### src/rtl/gray_pkg.sv
// Shared definitions for the Gray-code sequencer: state encoding, default width
// and a reference binary-to-Gray function.
package gray_pkg;

    localparam int unsigned GRAY_W = 4;

    typedef enum logic {
        ST_IDLE = 1'b0,
        ST_EMIT = 1'b1
    } state_e;

    // Binary to Gray: each Gray bit is the XOR of adjacent binary bits.
    function automatic logic [GRAY_W-1:0] bin_to_gray(input logic [GRAY_W-1:0] b);
        return b ^ (b >> 1);
    endfunction

endpackage

### src/rtl/gray_seq_ctrl_if.sv
// Control and valid/ready bus between a controller/consumer and gray_seq_ctrl.
//   master : drives start/stop/mode/dir/load/load_val/gray_ready
//   slave  : the sequencer; drives gray_out/gray_valid/bin_out/busy/wrap
interface gray_seq_ctrl_if
    import gray_pkg::*;
#(
    parameter int unsigned WIDTH = GRAY_W
);
    logic             start;
    logic             stop;
    logic             mode;
    logic             dir;
    logic             load;
    logic [WIDTH-1:0] load_val;
    logic [WIDTH-1:0] gray_out;
    logic             gray_valid;
    logic             gray_ready;
    logic [WIDTH-1:0] bin_out;
    logic             busy;
    logic             wrap;

    modport master (
        output start, stop, mode, dir, load, load_val, gray_ready,
        input  gray_out, gray_valid, bin_out, busy, wrap
    );

    modport slave (
        input  start, stop, mode, dir, load, load_val, gray_ready,
        output gray_out, gray_valid, bin_out, busy, wrap
    );
endinterface

### src/rtl/gray_enc.sv
// Combinational binary-to-Gray converter, g[i] = b[i] ^ b[i+1], MSB passes through.
//   i_bin     : binary input
//   o_gray_c  : Gray-coded output (combinational)
module gray_enc #(
    parameter int unsigned WIDTH = 4
) (
    input  logic [WIDTH-1:0] i_bin,
    output logic [WIDTH-1:0] o_gray_c
);
    assign o_gray_c = i_bin ^ (i_bin >> 1);
endmodule

### src/rtl/gray_seq_ctrl.sv
// Gray-code sequencer: binary count register stepped up/down on each accepted
// handshake, offered downstream as Gray code over valid/ready.
//   clk  : system clock, rising edge
//   rst  : synchronous active-high reset
//   bus  : slave side of gray_seq_ctrl_if (control inputs, Gray output handshake,
//          binary observe, busy, wrap pulse)
module gray_seq_ctrl
    import gray_pkg::*;
#(
    parameter int unsigned WIDTH = GRAY_W
) (
    input  logic            clk,
    input  logic            rst,
    gray_seq_ctrl_if.slave  bus
);
    state_e           r_state;
    logic [WIDTH-1:0] r_bin;
    logic             r_stop_pend;

    state_e           w_state_nxt;
    logic [WIDTH-1:0] w_bin_nxt;
    logic             w_stop_pend_nxt;
    logic             w_wrap;
    logic             w_hs;
    logic [WIDTH-1:0] w_gray;

    // Valid is simply "in EMIT", so the handshake only needs ready from outside.
    assign w_hs = (r_state == ST_EMIT) && bus.gray_ready;

    // State register.
    always_ff @(posedge clk) begin
        if (rst) begin
            r_state     <= ST_IDLE;
            r_bin       <= '0;
            r_stop_pend <= 1'b0;
        end else begin
            r_state     <= w_state_nxt;
            r_bin       <= w_bin_nxt;
            r_stop_pend <= w_stop_pend_nxt;
        end
    end

    // Next-state, count update and wrap detection.
    always_comb begin
        w_state_nxt     = r_state;
        w_bin_nxt       = r_bin;
        w_stop_pend_nxt = r_stop_pend;
        w_wrap          = 1'b0;

        case (r_state)
            ST_IDLE: begin
                // stop is meaningless here; never arm a pending stop from IDLE.
                w_stop_pend_nxt = 1'b0;
                if (bus.load) begin
                    w_bin_nxt = bus.load_val;
                end
                if (bus.start) begin
                    w_state_nxt = ST_EMIT;
                end
            end
            ST_EMIT: begin
                if (w_hs) begin
                    if (bus.dir) begin
                        w_bin_nxt = r_bin - WIDTH'(1);
                        w_wrap    = (r_bin == '0);
                    end else begin
                        w_bin_nxt = r_bin + WIDTH'(1);
                        w_wrap    = (r_bin == '1);
                    end
                    if (!bus.mode || r_stop_pend || bus.stop) begin
                        w_state_nxt     = ST_IDLE;
                        w_stop_pend_nxt = 1'b0;
                    end
                end else if (bus.stop) begin
                    // Valid is never withdrawn; remember the stop until the handshake.
                    w_stop_pend_nxt = 1'b1;
                end
            end
            default: begin
                w_state_nxt     = ST_IDLE;
                w_stop_pend_nxt = 1'b0;
            end
        endcase
    end

    gray_enc #(
        .WIDTH (WIDTH)
    ) u_gray_enc (
        .i_bin    (r_bin),
        .o_gray_c (w_gray)
    );

    assign bus.gray_out   = w_gray;
    assign bus.gray_valid = (r_state == ST_EMIT);
    assign bus.busy       = (r_state == ST_EMIT);
    assign bus.bin_out    = r_bin;
    assign bus.wrap       = w_wrap;

endmodule

### src/flat_wrapper.sv
// flat-port wrapper written by rule: the top's interface ports become plain ports
module gray_seq_ctrl_flat import gray_pkg::*;
#(
    parameter int unsigned WIDTH = GRAY_W
)
  (clk, rst, bus_start, bus_stop, bus_mode, bus_dir, bus_load, bus_load_val, bus_gray_ready, bus_gray_out, bus_gray_valid, bus_bin_out, bus_busy, bus_wrap);
  gray_seq_ctrl_if #(.WIDTH(WIDTH)) bus_i ();
  input  logic clk;
  input  logic rst;
  input wire logic [$bits(bus_i.start)-1:0] bus_start;
  input wire logic [$bits(bus_i.stop)-1:0] bus_stop;
  input wire logic [$bits(bus_i.mode)-1:0] bus_mode;
  input wire logic [$bits(bus_i.dir)-1:0] bus_dir;
  input wire logic [$bits(bus_i.load)-1:0] bus_load;
  input wire logic [$bits(bus_i.load_val)-1:0] bus_load_val;
  input wire logic [$bits(bus_i.gray_ready)-1:0] bus_gray_ready;
  output wire logic [$bits(bus_i.gray_out)-1:0] bus_gray_out;
  output wire logic [$bits(bus_i.gray_valid)-1:0] bus_gray_valid;
  output wire logic [$bits(bus_i.bin_out)-1:0] bus_bin_out;
  output wire logic [$bits(bus_i.busy)-1:0] bus_busy;
  output wire logic [$bits(bus_i.wrap)-1:0] bus_wrap;
  assign bus_i.start = bus_start;
  assign bus_i.stop = bus_stop;
  assign bus_i.mode = bus_mode;
  assign bus_i.dir = bus_dir;
  assign bus_i.load = bus_load;
  assign bus_i.load_val = bus_load_val;
  assign bus_i.gray_ready = bus_gray_ready;
  assign bus_gray_out = bus_i.gray_out;
  assign bus_gray_valid = bus_i.gray_valid;
  assign bus_bin_out = bus_i.bin_out;
  assign bus_busy = bus_i.busy;
  assign bus_wrap = bus_i.wrap;
  gray_seq_ctrl #(.WIDTH(WIDTH)) u_core (.clk(clk), .rst(rst), .bus(bus_i));
endmodule
### config.mk
export PLATFORM = sky130hd
export DESIGN_NAME = gray_seq_ctrl_flat
export DESIGN_NICKNAME = d
export VERILOG_FILES = /design/src/rtl/gray_pkg.sv /design/src/rtl/gray_seq_ctrl_if.sv /design/src/rtl/gray_enc.sv /design/src/rtl/gray_seq_ctrl.sv /design/src/flat_wrapper.sv
export SDC_FILE = /design/constraint.sdc
export NUM_CORES = 1
export LEC_CHECK = 0
export BUFFER_PORTS_ARGS = -buffer_cell sky130_fd_sc_hd__buf_2
export CAP_MARGIN = 20
export CORE_MARGIN = 5
export CORE_UTILIZATION = 32
export DETAILED_ROUTE_END_ITERATION = 6
export SLEW_MARGIN = 15
export SYNTH_ARGS = -nofsm -noshare
export SYNTH_HDL_FRONTEND = slang
export SYNTH_HIERARCHICAL = 1
export SYNTH_SLANG_ARGS = --single-unit
### constraint.sdc
create_clock -name clk -period 3.7 [get_ports clk]
set_clock_uncertainty 0.15 [all_clocks]
set_input_delay 0.555 -clock clk [delete_from_list [all_inputs] [get_ports clk]]
set_output_delay 0.555 -clock clk [all_outputs]
set_load 0.01 [all_outputs]
## After elaboration in Yosys (flattened, before gate mapping)

Cells that the tools add are included.

- Mux-type cells: 15
- Equal/unequal tests: 5
- Reduce and logical (&&, ||, !) cells: 7
- Bitwise logic cells: 2
- Add/subtract/negate cells: 2

Operator list:

| operator | count |
|---|---|
| 4-bit 2-to-1 mux | 3 |
| 1-bit 2-to-1 mux | 9 |
| 4-bit one-hot mux with 2 select lines | 1 |
| 3-bit inequality test, second input constant | 2 |
| 4-bit by 1-bit adder with 4-bit output, second input constant | 1 |
| 4-bit equality test, second input constant | 1 |
| 4-bit logical NOT | 1 |
| 2-bit inequality test, second input constant | 2 |
| 1-bit one-hot mux with 2 select lines | 2 |
| 2-bit AND reduction | 2 |
| 4-bit by 1-bit subtractor with 4-bit output, second input constant | 1 |
| 4-bit by 3-bit XOR with 4-bit output | 1 |
| 1-bit logical OR | 2 |
| 1-bit logical AND | 1 |
| 1-bit logical NOT | 1 |
| 1-bit inverter | 1 |

- Register bits: 6
- Logic and storage cells: 34
- Output and inout bits: 11

## Longest topological paths before layout

Gate-level depths: netlist of run 1.

- Depth in word-level cells: 6
- Gate-level depth with buffers: 6

## Cells and area by module

Netlist of run 1, hierarchy kept.

Modules (own cells, without submodules):

| module | cells each | seq. area each (µm²) | area an instance (µm²) | times used |
|---|---|---|---|---|
| gray_seq_ctrl | 52 | 120.1 | 425.4 | 1 |
| gray_enc | 4 | 0.0 | 33.8 | 1 |

## Worst setup path after synthesis of run 1

OpenSTA, ideal clock, no wires.

- Path kind: input -> register
- Start point: input bus_dir
- End point: register u_core.r_bin[3], in the netlist u_core/bus.bin_out[3]
- Stages: 5
- Setup slack: 1.882 ns
- Data required time: 3.485 ns
- Arrival time: 1.603 ns
- Cell sequence: ha_1 -> a21oi_2 -> a211oi_1 -> a2111o_1 -> nor2_1

- Longest elaborated chain between the ends: 3

RTL lines:

| element | line | text |
|---|---|---|
| start: declaration | flat_wrapper.sv:13 | `input wire logic [$bits(bus_i.dir)-1:0] bus_dir;` |
| 4-bit 2-to-1 mux | gray_seq_ctrl.sv:63 | `if (bus.dir) begin` |
| 4-bit 2-to-1 mux | gray_seq_ctrl.sv:62 | `if (w_hs) begin` |
| 4-bit one-hot mux with 2 select lines | gray_seq_ctrl.sv:50 | `case (r_state)` |
| end signal: assignment | gray_seq_ctrl.sv:38 | `r_bin <= w_bin_nxt;` |
| end: declaration | gray_seq_ctrl.sv:17 | `logic [WIDTH-1:0] r_bin;` |

No other way between the ends. The select of a mux whose other input is x is not followed.
A chain may end at the register's enable or synchronous reset.

## Worst setup path in the final report of run 1

- Start point: register u_core.r_bin[1], in the netlist u_core/bus.bin_out[1]
- End point: output bus_wrap

- Longest elaborated chain between the ends: 4
- Elaborated cells on any way between the ends: 5
- Those cells by class: eq/ne: 1; mux: 3; reduce/logical: 1

RTL lines:

| element | line | text |
|---|---|---|
| 4-bit equality test / 4-bit logical NOT (equally long branches) | gray_seq_ctrl.sv:68, gray_seq_ctrl.sv:65 |  |
| 1-bit 2-to-1 mux (*) | gray_seq_ctrl.sv:63 |  |
| 1-bit 2-to-1 mux (*) | gray_seq_ctrl.sv:62 |  |
| 1-bit 2-to-1 mux (*) | gray_seq_ctrl.sv:50 |  |
| end: declaration | flat_wrapper.sv:21 | `output wire logic [$bits(bus_i.wrap)-1:0] bus_wrap;` |

Mark *: on every way between the ends. The rest lies on a longest branch, timed or not.

==> results of run 1 <==
==> synth_stat cells (2+ instances only) <==
cell                       count
sky130_fd_sc_hd__dfxtp_1       6
sky130_fd_sc_hd__buf_4         2
sky130_fd_sc_hd__xor2_1        4
sky130_fd_sc_hd__nand4_1       2
sky130_fd_sc_hd__inv_1         3
sky130_fd_sc_hd__a21oi_1       3
sky130_fd_sc_hd__ha_1          2
sky130_fd_sc_hd__nor2_1       11
sky130_fd_sc_hd__nand3b_1      2
sky130_fd_sc_hd__nand2_1       2
==> cell families after synthesis <==
group / Yosys count / share of synthesized area, %
and+or+nand+nor: 25 / 28.9
AOI/OAI and AO/OA: 10 / 16.1
adders and majority gates: 3 / 9.81
xor gates and xnor gates: 4 / 7.63
buffers and inverters: 6 / 6.81
DFF: 6 / 26.2
muxes: 2 / 4.63
==> metal layers <==
| metal | global-route usage [%] | up-vias | part of all wire, % |
|---|---|---|---|
| met5 | 0 | - | 0 |
| met4 | 1.61 | 0 | 0 |
| met3 | 6.02 | 0 | 8.5 |
| met2 | 16.1 | 10 | 48 |
| met1 | 12.7 | 219 | 44 |
| li1 | - | 244 | - |
==> sequential cells by signal (all words and copies together) (netlist names) <==
| signal | flops |
|---|---|
| u_core/bus.busy | 1 |
| u_core/bus.bin_out | 4 |
| u_core/r_stop_pend | 1 |
==> layout make-up <==
cell class | count | share of cell area, %
Multi-Input combinational cell | 44 | 52.1
Sequential cell | 6 | 20.3
Timing Repair Buffer | 22 | 18.6
Clock buffer | 3 | 3.81
Tap cell | 15 | 3.18
Inverter | 3 | 1.91
==> report_power, final <==
| group | internal, mW | switching, mW |
|---|---|---|
| sequential | 0.0706 | 0.0125 |
| combinational | 0.0343 | 0.0357 |
| clock | 0.0367 | 0.0240 |
| total | 0.142 | 0.0721 |
==> cell usage in the layout, fill, tap and decap left out <==
master / count
sky130_fd_sc_hd__a2111o_1: 1
sky130_fd_sc_hd__a2111oi_0: 1
sky130_fd_sc_hd__a211oi_1: 1
sky130_fd_sc_hd__a21oi_1: 3
sky130_fd_sc_hd__a21oi_2: 1
sky130_fd_sc_hd__a2bb2oi_1: 1
sky130_fd_sc_hd__and2_1: 1
sky130_fd_sc_hd__and2_4: 1
sky130_fd_sc_hd__buf_2: 22
sky130_fd_sc_hd__clkbuf_4: 3
sky130_fd_sc_hd__dfxtp_1: 6
sky130_fd_sc_hd__fa_1: 1
sky130_fd_sc_hd__ha_1: 2
sky130_fd_sc_hd__inv_1: 3
sky130_fd_sc_hd__mux2_2: 1
sky130_fd_sc_hd__mux2i_1: 1
sky130_fd_sc_hd__nand2_1: 2
sky130_fd_sc_hd__nand2b_1: 1
sky130_fd_sc_hd__nand3_1: 1
sky130_fd_sc_hd__nand3_2: 1
sky130_fd_sc_hd__nand3b_1: 2
sky130_fd_sc_hd__nand4_1: 2
sky130_fd_sc_hd__nor2_1: 11
sky130_fd_sc_hd__nor3_1: 1
sky130_fd_sc_hd__nor4_1: 1
sky130_fd_sc_hd__nor4b_1: 1
sky130_fd_sc_hd__o21ai_0: 1
sky130_fd_sc_hd__o221ai_1: 1
sky130_fd_sc_hd__xor2_1: 4
==> stage by stage <==
step / utilization [%] / cells / cell area [um2] / hold WS, ns / total power, mW
global route: 44.3 / 93 / 591 / 0.394 / 0.230
finish: 44.3 / 93 / 591 / 0.397 / 0.214
floorplan: - / 56 / 459 / 0.351 / 0.129
detailed placement: 42.6 / 90 / 568 / 0.381 / 0.155
global placement: 42.6 / 90 / 568 / 0.381 / 0.154
CTS: 44.3 / 93 / 591 / 0.388 / 0.219
==> final timing paths <==
kind                                        end  slack (ns)  depth (start not counted)
min             u_core/r_stop_pend$_SDFFE_PP0P_        0.40                          2
min reg2reg     u_core/r_stop_pend$_SDFFE_PP0P_        0.40                          2
max reg2reg  u_core/bus.bin_out[3]$_SDFFE_PP0P_        1.90                          5
max                                    bus_wrap        1.71                          4
==> results summary, run 1 <==
The flow ran to the end, and the final reports show no timing, DRC or antenna violations. The via density per instance is between 5 and 6. The routed length per instance is 12.4 um. The area share of the largest cell type after synthesis is 26.2%.

The cell area that synthesis handed to floorplanning was 459 um2. The peak supply drop is 0.000158 V. The total grt overflow is 0. In the routed design, unresolved DRC markers number 0.

The cell type contributing the most total cell area after synthesis is sky130_fd_sc_hd__dfxtp_1. In this run the most critical hold path is launched from bus_gray_ready. The wire length of the first global-routing pass is between 1500 and 2000 um.

The required time at the endpoint of the critical path is ~3 ns. Of the cells placed in the final design, the portion with a size suffix greater than 1 is 37.2%. The number of max-cap violations is 0.

The share of the cycle needed by the critical path after routing came out at between 50% and 60%. For this design the ratio of total power to cell area is about 360 nW/um2. The horizontal die dimension came out at ~48 um. In this run the critical register-to-register path is launched from u_core/bus.bin_out[2]$_SDFFE_PP0P_. The number of placement rows is 13. For this configuration, the core starts out at a cell density of between 30 and 40%. The count of nets after finishing came out at 95. The number of synthesized flops with an enable pin is 0. The post-cts repair resize count came out at 0. The number of placed I/O pins came out at 23. The number of detailed-route iterations in the first pass came out at 4.

The setup-violating endpoint count in the final report came out at 0. The worst-path maximum fanout came out at 8. The critical path class is flop to output port. In this run, the number of DRC markers left after iteration 0 of detailed routing was 6. The total of flip-flops plus latches after synthesis came out at 6. The arrival time reported for the critical path endpoint came out at approximately 1.3 ns.

The detailed placement HPWL is 892 um. In this run the clock root is driven by a sky130_fd_sc_hd__clkbuf_4. The die covers 2290 um2. For this design, the slowest cell found on the critical path is sky130_fd_sc_hd__dfxtp_1.

Registers take 120 um2. The final-layout setup total negative slack came out at 0 ns. The area growth from synthesis to layout is 28.6%. The warning count from the yosys run is 6. For the pin with the worst max-slew slack, the measured transition is around 0.33 ns. The cell count after synthesis came out at 56. The worst setup path is captured at an output port. 0 antenna diodes ended up in the layout.

The number of hold buffers added after cts came out at 0. In this run the number of H-tree levels came out at 1. The largest net degree at the start of global routing is 14. Ranked by total cell area, the synthesized netlist is headed by sky130_fd_sc_hd__dfxtp_1 26%, sky130_fd_sc_hd__nor2_1 9.0%, sky130_fd_sc_hd__xor2_1 7.6%. STA classifies the critical path startpoint as a flop. Clock-pin slew was measured on the worst setup and hold paths at 0.05 ns.

The cell family contributing the most delay on the critical path is simple AND/OR/NAND/NOR gates. The minimum setup slack in the final design came out at ~1.7 ns. The worst hold path belongs to the class input port to flop. The via count of the first global-routing pass is between 300 and 400. The number of nets produced by synthesis came out at 71. The filler cell count in the final layout came out at 144. The initial antenna violation count came out at 0. The post-CTS setup-driven buffer insertion count came out at 0.

The clock tree from TritonCTS is yes. The overall routed net length came out at 1150 um. For the worst-skew pair, the clock arrives at the later sink with an insertion delay of 0.25 ns. The worst slew margin relative to its limit is between 70% and 80%. The total leakage power is 0.289 nW. The number of endpoints with negative hold slack in the final report came out at 0. The share of flip-flops with an asynchronous set or reset after synthesis is 0%. The flip-flop cell with the highest count after synthesis is sky130_fd_sc_hd__dfxtp_1. The pre-CTS worst setup slack came out at 1.63 ns. Routability-driven placement finished with a final weighted congestion of 0.720. The core region area came out at around 1300 um2. The critical path goes through nor4_1 > a21oi_1 > nor2_1 > buf_2. The number of buffers and inverters on the critical path came out at 1.

The number of clock sinks seen by CTS came out at 6. The average cell area after synthesis came out at 8.20 um2. The CTS buffer count is 3.

The count of final max-slew check failures is 0. The delay of the slowest critical-path stage is between 0.3 and 0.4 ns. Setup repair after global routing left no endpoint under its margin. From bottom edge to top edge, the die measures around 48 um. The most critical setup path has its startpoint at u_core/bus.bin_out[1]$_SDFFE_PP0P_.

The detailed-route via count came out at 473. In the global route stage, overall resource usage came out at 10.4%. The maximum frequency from static timing analysis came out at 0.502 GHz.

The shortest clock period the worst path allows after layout came out at 1.99 ns. The number of routed nets with antenna violations came out at 0. The sequential cell area fraction in the yosys report came out at approximately a quarter. The clock tree buffer depth came out at 2. The count of buffers from port buffering is 22. The number of distinct library cells after synthesis came out at 29. The area of the multi-input gates came out at about 310 um2.
Note: power is estimated with default switching activity, not from simulation.
==> inputs of run 2 (changes only) <==
==> constraint.sdc (replaced) <==
create_clock -name clk -period 1.6 [get_ports clk]
set_clock_uncertainty 0.15 [all_clocks]
set_input_delay 0.24 -clock clk [delete_from_list [all_inputs] [get_ports clk]]
set_output_delay 0.24 -clock clk [all_outputs]
set_load 0.01 [all_outputs]
==> results summary, run 2 (synthesized netlist as in run 1, its figures left out) <==
The number of flip-flops under the largest register name is 4. For the worst-skew pair, the clock arrives at the later sink with an insertion delay of approximately 0.25 ns. The first global-routing pass estimated roughly 2100 um of wire. The summed area of non-filler cells in the final layout is about 710 um2. The cell sitting at the root of the clock tree is a sky130_fd_sc_hd__clkbuf_4. The CTS buffer count came out at 3. The total leakage power is 0.334 nW.

In this run the worst hold path is classified as input port to flop. The worst-path maximum fanout is 3. The number of routed nets with antenna violations is 0. 0 antenna diodes ended up in the layout. In this run the tightest slew margin relative to its limit is between 80% and 90%. In this run the power density over the cells is 805 nW/um2.

The run finished, with violations left. The proportion of layout cells with a drive suffix above 1 is 54.1%. The shortest clock period the worst path allows after layout came out at approximately 1.6 ns. The peak supply drop is ~0.00045 V. The library cell used most frequently in the layout, excluding fill and tap cells, is sky130_fd_sc_hd__buf_2. The required time at the endpoint of the critical path came out at 1.21 ns.

The global-route usage over all layers is around 14%. The minimum setup slack in the final design came out at -0.0209 ns. The clock tree buffer depth came out at 2. The number of max-cap violations came out at 0.

The total grt overflow is 0. The number of placed I/O pins is 23. The number of DRC markers in iteration 0 is 9. The pre-CTS worst setup slack is -0.0144 ns. The detailed placement HPWL came out at 972 um.

After detailed routing, the number of vias per cell comes to roughly 5.3. The area overhead of the layout relative to synthesis is 55.0%. The via count of the first global-routing pass came out at 482. The overall routed net length came out at around 1400 um.

The count of final max-slew check failures was 0. The count of buffers from port buffering is 22. The number of design rule violations left after detail routing is 0. The horizontal die dimension is 47.9 um. The number of clock sinks seen by CTS came out at 6.

The number of placement rows came out at 13. The checks that failed: negative setup slack. The die area came out at 2290 um2. After the last flow step, the layout net total stands at 102.

At the pin with the least slew margin, the transition time is between 0.2 and 0.3 ns. The number of cells in the finished layout apart from fillers came out at 100. Measured on the finished design, the core utilization comes to 53.4%. The share of the cycle needed by the critical path after routing came out at 101%. The worst setup path is captured at an output port. Derived from the worst setup path, the maximum achievable clock frequency is 0.617 GHz. The count of H-tree levels built during CTS is 1.

At the end of routability-driven placement, the weighted congestion stood at 0.794. Once the floorplan was initialized, standard cells occupied 34.4% of the core. Power comes to 0.573 mW. The worst setup path is launched from a flop. The initial antenna violation count is 0. The number of placed cells counting well taps is 96. The number of endpoints with negative hold slack in the final report came to 0.

Before antenna repair, the detailed router went through 4 iterations. The core region area came out at 1330 um2. The routed length per instance is ~14 um. For the worst setup path, the data arrival time is 1.23 ns. Setup violations remaining at the end of the flow were counted as 1. The largest net degree at the start of global routing came out at 10. TritonCTS built the clock tree. The height of the die came out at roughly 48 um. In this run the cell area measured after placement is around 630 um2. The detailed-route via count came out at between 500 and 600. The top cell types in the final layout, fill and taps aside, are 22 x sky130_fd_sc_hd__buf_2, 11 x sky130_fd_sc_hd__nor2_1, 6 x sky130_fd_sc_hd__buf_4.

The worst setup path is of the flop to output port kind. The CTS clock-pin slew for the worst setup and hold paths is 0.05 ns. Setup repair after global routing could not meet its margin everywhere.
run 2: worst max-delay path, stage by stage (launching register included):
cell                      delay, ns
sky130_fd_sc_hd__dfxtp_2       0.33
sky130_fd_sc_hd__buf_6         0.12
sky130_fd_sc_hd__nor4_4        0.20
sky130_fd_sc_hd__a21oi_1       0.09
sky130_fd_sc_hd__nor2_1        0.10
sky130_fd_sc_hd__buf_2         0.14
run 2: final timing paths:
kind | slack (ns) | to | from | depth (start not counted)
worst max-delay path | -0.02 | bus_wrap | u_core/bus.bin_out[2]$_SDFFE_PP0P_ | 5
worst min-delay path | 0.07 | u_core/r_stop_pend$_SDFFE_PP0P_ | bus_gray_ready | 2
worst max register to register | 0.01 | u_core/bus.bin_out[2]$_SDFFE_PP0P_ | u_core/bus.bin_out[0]$_SDFFE_PP0P_ | 6
worst min register to register | 0.41 | u_core/r_stop_pend$_SDFFE_PP0P_ | u_core/r_stop_pend$_SDFFE_PP0P_ | 2
run 2: report_power, final:
part / total [mW] / switching [mW] / internal, mW
Sequential: 0.191 / 0.0252 / 0.165
Clock: 0.146 / 0.0603 / 0.0852
Combinational: 0.237 / 0.116 / 0.121
run 2: what timing repair did:
item | 4_1_cts | 5_1_grt
gates resized for setup | 7 | 5
hold buffers | 0 | 0
setup endpoints to repair | 1 | 4
pin swaps | 3 | 4
setup buffers | 1 | 1
run 2: metal layers:
metal  vias up  global-route usage, %  routed length [um]
li1        255                      -                   -
met1       250                   16.4                 551
met2        18                   22.4                 740
met3         2                   6.02                 124
met4         0                   4.84                  10
met5         -                      0                   0
run 2: stage by stage:
step	setup TNS, ns	hold WS (ns)
5_1_grt	-0.172	0.0766
6_report	-0.0209	0.0739
3_5_place_dp	-0.0144	0.331
2_1_floorplan	0	0.152
4_1_cts	-0.0450	0.0622
3_3_place_gp	-0.00562	0.330
run 2: layout make-up:
class / count / area (um2)
well taps: 15 / 18.8
clock buffers: 3 / 22.5
fillers: 130 / 622
inverters: 3 / 11.3
multi-input cells: 44 / 365
flip-flops and latches: 6 / 128
repair buffers: 29 / 166
==> inputs of run 3 (changes only) <==
--- a/config.mk
+++ b/config.mk
@@ -5,7 +5,7 @@
 export SDC_FILE = /design/constraint.sdc
 export NUM_CORES = 1
 export LEC_CHECK = 0
-export BUFFER_PORTS_ARGS = -buffer_cell sky130_fd_sc_hd__buf_2
+export BUFFER_PORTS_ARGS = -buffer_cell sky130_fd_sc_hd__clkbuf_2
 export CAP_MARGIN = 20
 export CORE_MARGIN = 5
 export CORE_UTILIZATION = 32
==> constraint.sdc (replaced) <==
create_clock -name clk -period 1.9 [get_ports clk]
set_clock_uncertainty 0.15 [all_clocks]
set_input_delay 0.285 -clock clk [delete_from_list [all_inputs] [get_ports clk]]
set_output_delay 0.285 -clock clk [all_outputs]
set_load 0.01 [all_outputs]
==> results summary, run 3 (synthesized netlist as in run 1, its figures left out) <==
After the first detailed-routing iteration, the DRC count stood at 17. The library cells used most frequently in the layout, excluding fill and tap cells, are 22 x sky130_fd_sc_hd__clkbuf_2, 11 x sky130_fd_sc_hd__nor2_1, 6 x sky130_fd_sc_hd__dfxtp_1, 4 x sky130_fd_sc_hd__xor2_1. VDD sags by at most 0.000336 V. The share of the cycle needed by the critical path after routing is 93.6%.

The number of placement rows came out at 13. In the routed design, unresolved DRC markers number 0. The clock tree buffer depth came out at 2. The number of clock sinks seen by CTS is 6. The post-CTS setup-driven buffer insertion count is 0. The number of hold buffers added after cts is 0. After the last flow step, the layout net total stands at 97.

The area overhead of the layout relative to synthesis is 31.9%. The flow ran to the end, and the final reports show no timing, DRC or antenna violations. Leaving out filler cells and counting taps, the final layout contains 95. The count of final max-slew check failures was 0. The worst hold path stage count is 2. The core region area is 1330 um2.

The number of placed cells counting well taps is 92. The worst setup path is captured at an output port. The required time at the endpoint of the critical path is 1.46 ns. In this run the worst path has a maximum fanout of 6. The detailed placement HPWL is 943 um. The final core utilization is 45.4%.

The via density per instance came out at 5.02. The largest net degree at the start of global routing came out at 14. The total leakage power came out at a little under 0.3 nW. The CTS buffer count is 3. Setup repair after global routing left no endpoint under its margin. The setup-violating endpoint count in the final report came out at 0.

The number of max-cap violations is 0. Routability-driven placement finished with a final weighted congestion of 0.736. The global-route usage over all layers is about an eighth. In this run the worst hold path is classified as input port to flop. The total grt overflow came out at 0.

The die is 47.9 um tall. The via count of the first global-routing pass came out at 423. The CTS clock-pin slew for the worst setup and hold paths came out at 0.04 ns. The die area is 2290 um2. The overall routed net length is 1190 um. The antenna cell count came out at 0.

The routed length per instance came out at 12.6 um. The count of buffers added on input and output ports is 22. The number of placed I/O pins is 23.

The detailed-route via count came out at 477. TritonCTS built the clock tree. The proportion of layout cells with a drive suffix above 1 is 38.8%. The detail route stage leaves a number of antenna-violating nets equal to 0. The measured slew at the worst slew-check pin is 0.357 ns.

The most common library cell in the layout ignoring fill and taps is sky130_fd_sc_hd__clkbuf_2. The cell count of the worst reg-to-reg path is 6. The critical path class is flop to output port. The insertion delay to the later sink of the worst-skew pair is between 0.2 and 0.25 ns. The worst hold margin came out at 0.128 ns. The number of flip-flops under the largest register name is 4. The tree is rooted in a sky130_fd_sc_hd__clkbuf_4.

Data on the critical path arrives at its endpoint at 1.34 ns. The power per cell area is between 700 and 800 nW/um2. The initial antenna violation count is 0. After filler insertion, the fill cell instance count of the layout stands at between 150 and 200. The number of endpoints with negative hold slack in the final report came out at 0. The shortest clock period the worst path allows after layout came out at approximately 1.8 ns.

In this run the tightest slew margin relative to its limit is 76.1%. The launching element type of the critical path is a flop. The maximum frequency from static timing analysis is 0.562 GHz. The wire length of the first global-routing pass came out at 1890 um. The horizontal die dimension is 47.9 um. Before antenna repair, the detailed router went through 4 iterations.

In this run the number of H-tree levels came out at 1. The post-cts repair resize count is 0. The initial cell density of the core came out at between 30% and 40%. The final-layout setup total negative slack came out at 0 ns.
run 3: cell types whose count changed in the layout (fill, tap and decap cells not counted), moves of 3 or more:
| cell | delta |
|---|---|
| sky130_fd_sc_hd__buf_2 | -22 |
| sky130_fd_sc_hd__clkbuf_2 | +22 |
| sky130_fd_sc_hd__buf_4 | -4 |
| sky130_fd_sc_hd__dfxtp_1 | +4 |
| sky130_fd_sc_hd__dfxtp_2 | -3 |
run 3: metal layers:
| layer | up-vias | global-route usage (%) | share of wire, % |
|---|---|---|---|
| met5 | - | 0 | 0 |
| met4 | 0 | 1.61 | 0 |
| met3 | 0 | 7.14 | 6.1 |
| met2 | 9 | 17.7 | 48 |
| met1 | 219 | 15.5 | 46 |
| li1 | 249 | - | - |
run 3: worst paths after layout:
kind                                                          from                                  to  slack [ns]
worst max-delay path            u_core/bus.bin_out[2]$_SDFFE_PP0P_                            bus_wrap        0.12
worst max register to register  u_core/bus.bin_out[1]$_SDFFE_PP0P_  u_core/bus.bin_out[2]$_SDFFE_PP0P_        0.24
worst min register to register     u_core/r_stop_pend$_SDFFE_PP0P_     u_core/r_stop_pend$_SDFFE_PP0P_        0.39
worst min-delay path                                bus_gray_ready     u_core/r_stop_pend$_SDFFE_PP0P_        0.13
run 3: power breakdown:
part	switching (mW)	internal [mW]	leakage, nW	total [mW]
Combinational	0.0799	0.0720	0.234	0.152
Sequential	0.0172	0.137	0.0497	0.155
Clock	0.0466	0.0715	0.0138	0.118
run 3: worst max-delay path: stages (launching register included):
cell and delay [ns]:
sky130_fd_sc_hd__dfxtp_1 0.31, sky130_fd_sc_hd__buf_4 0.15, sky130_fd_sc_hd__nor4_1 0.27, sky130_fd_sc_hd__a21oi_1 0.13, sky130_fd_sc_hd__nor2_1 0.10, sky130_fd_sc_hd__clkbuf_2 0.14
run 3: cell type report:
| cell class | count | area (um2) | area share (%) |
|---|---|---|---|
| Clock buffer | 3 | 22.5 | 3.72 |
| Sequential cell | 6 | 120 | 19.8 |
| Tap cell | 15 | 18.8 | 3.10 |
| Inverter | 3 | 11.3 | 1.86 |
| Multi-Input combinational cell | 44 | 308 | 50.8 |
| Timing Repair Buffer | 24 | 125 | 20.7 |
run 3: stage by stage:
step / power (mW) / setup WS [ns] / area [um2]
6_report: 0.425 / 0.121 / 606
3_5_place_dp: 0.310 / 0.113 / 583
3_3_place_gp: 0.308 / 0.150 / 583
5_1_grt: 0.462 / 0.0432 / 606
2_1_floorplan: 0.251 / 0.175 / 459
4_1_cts: 0.432 / 0.118 / 606
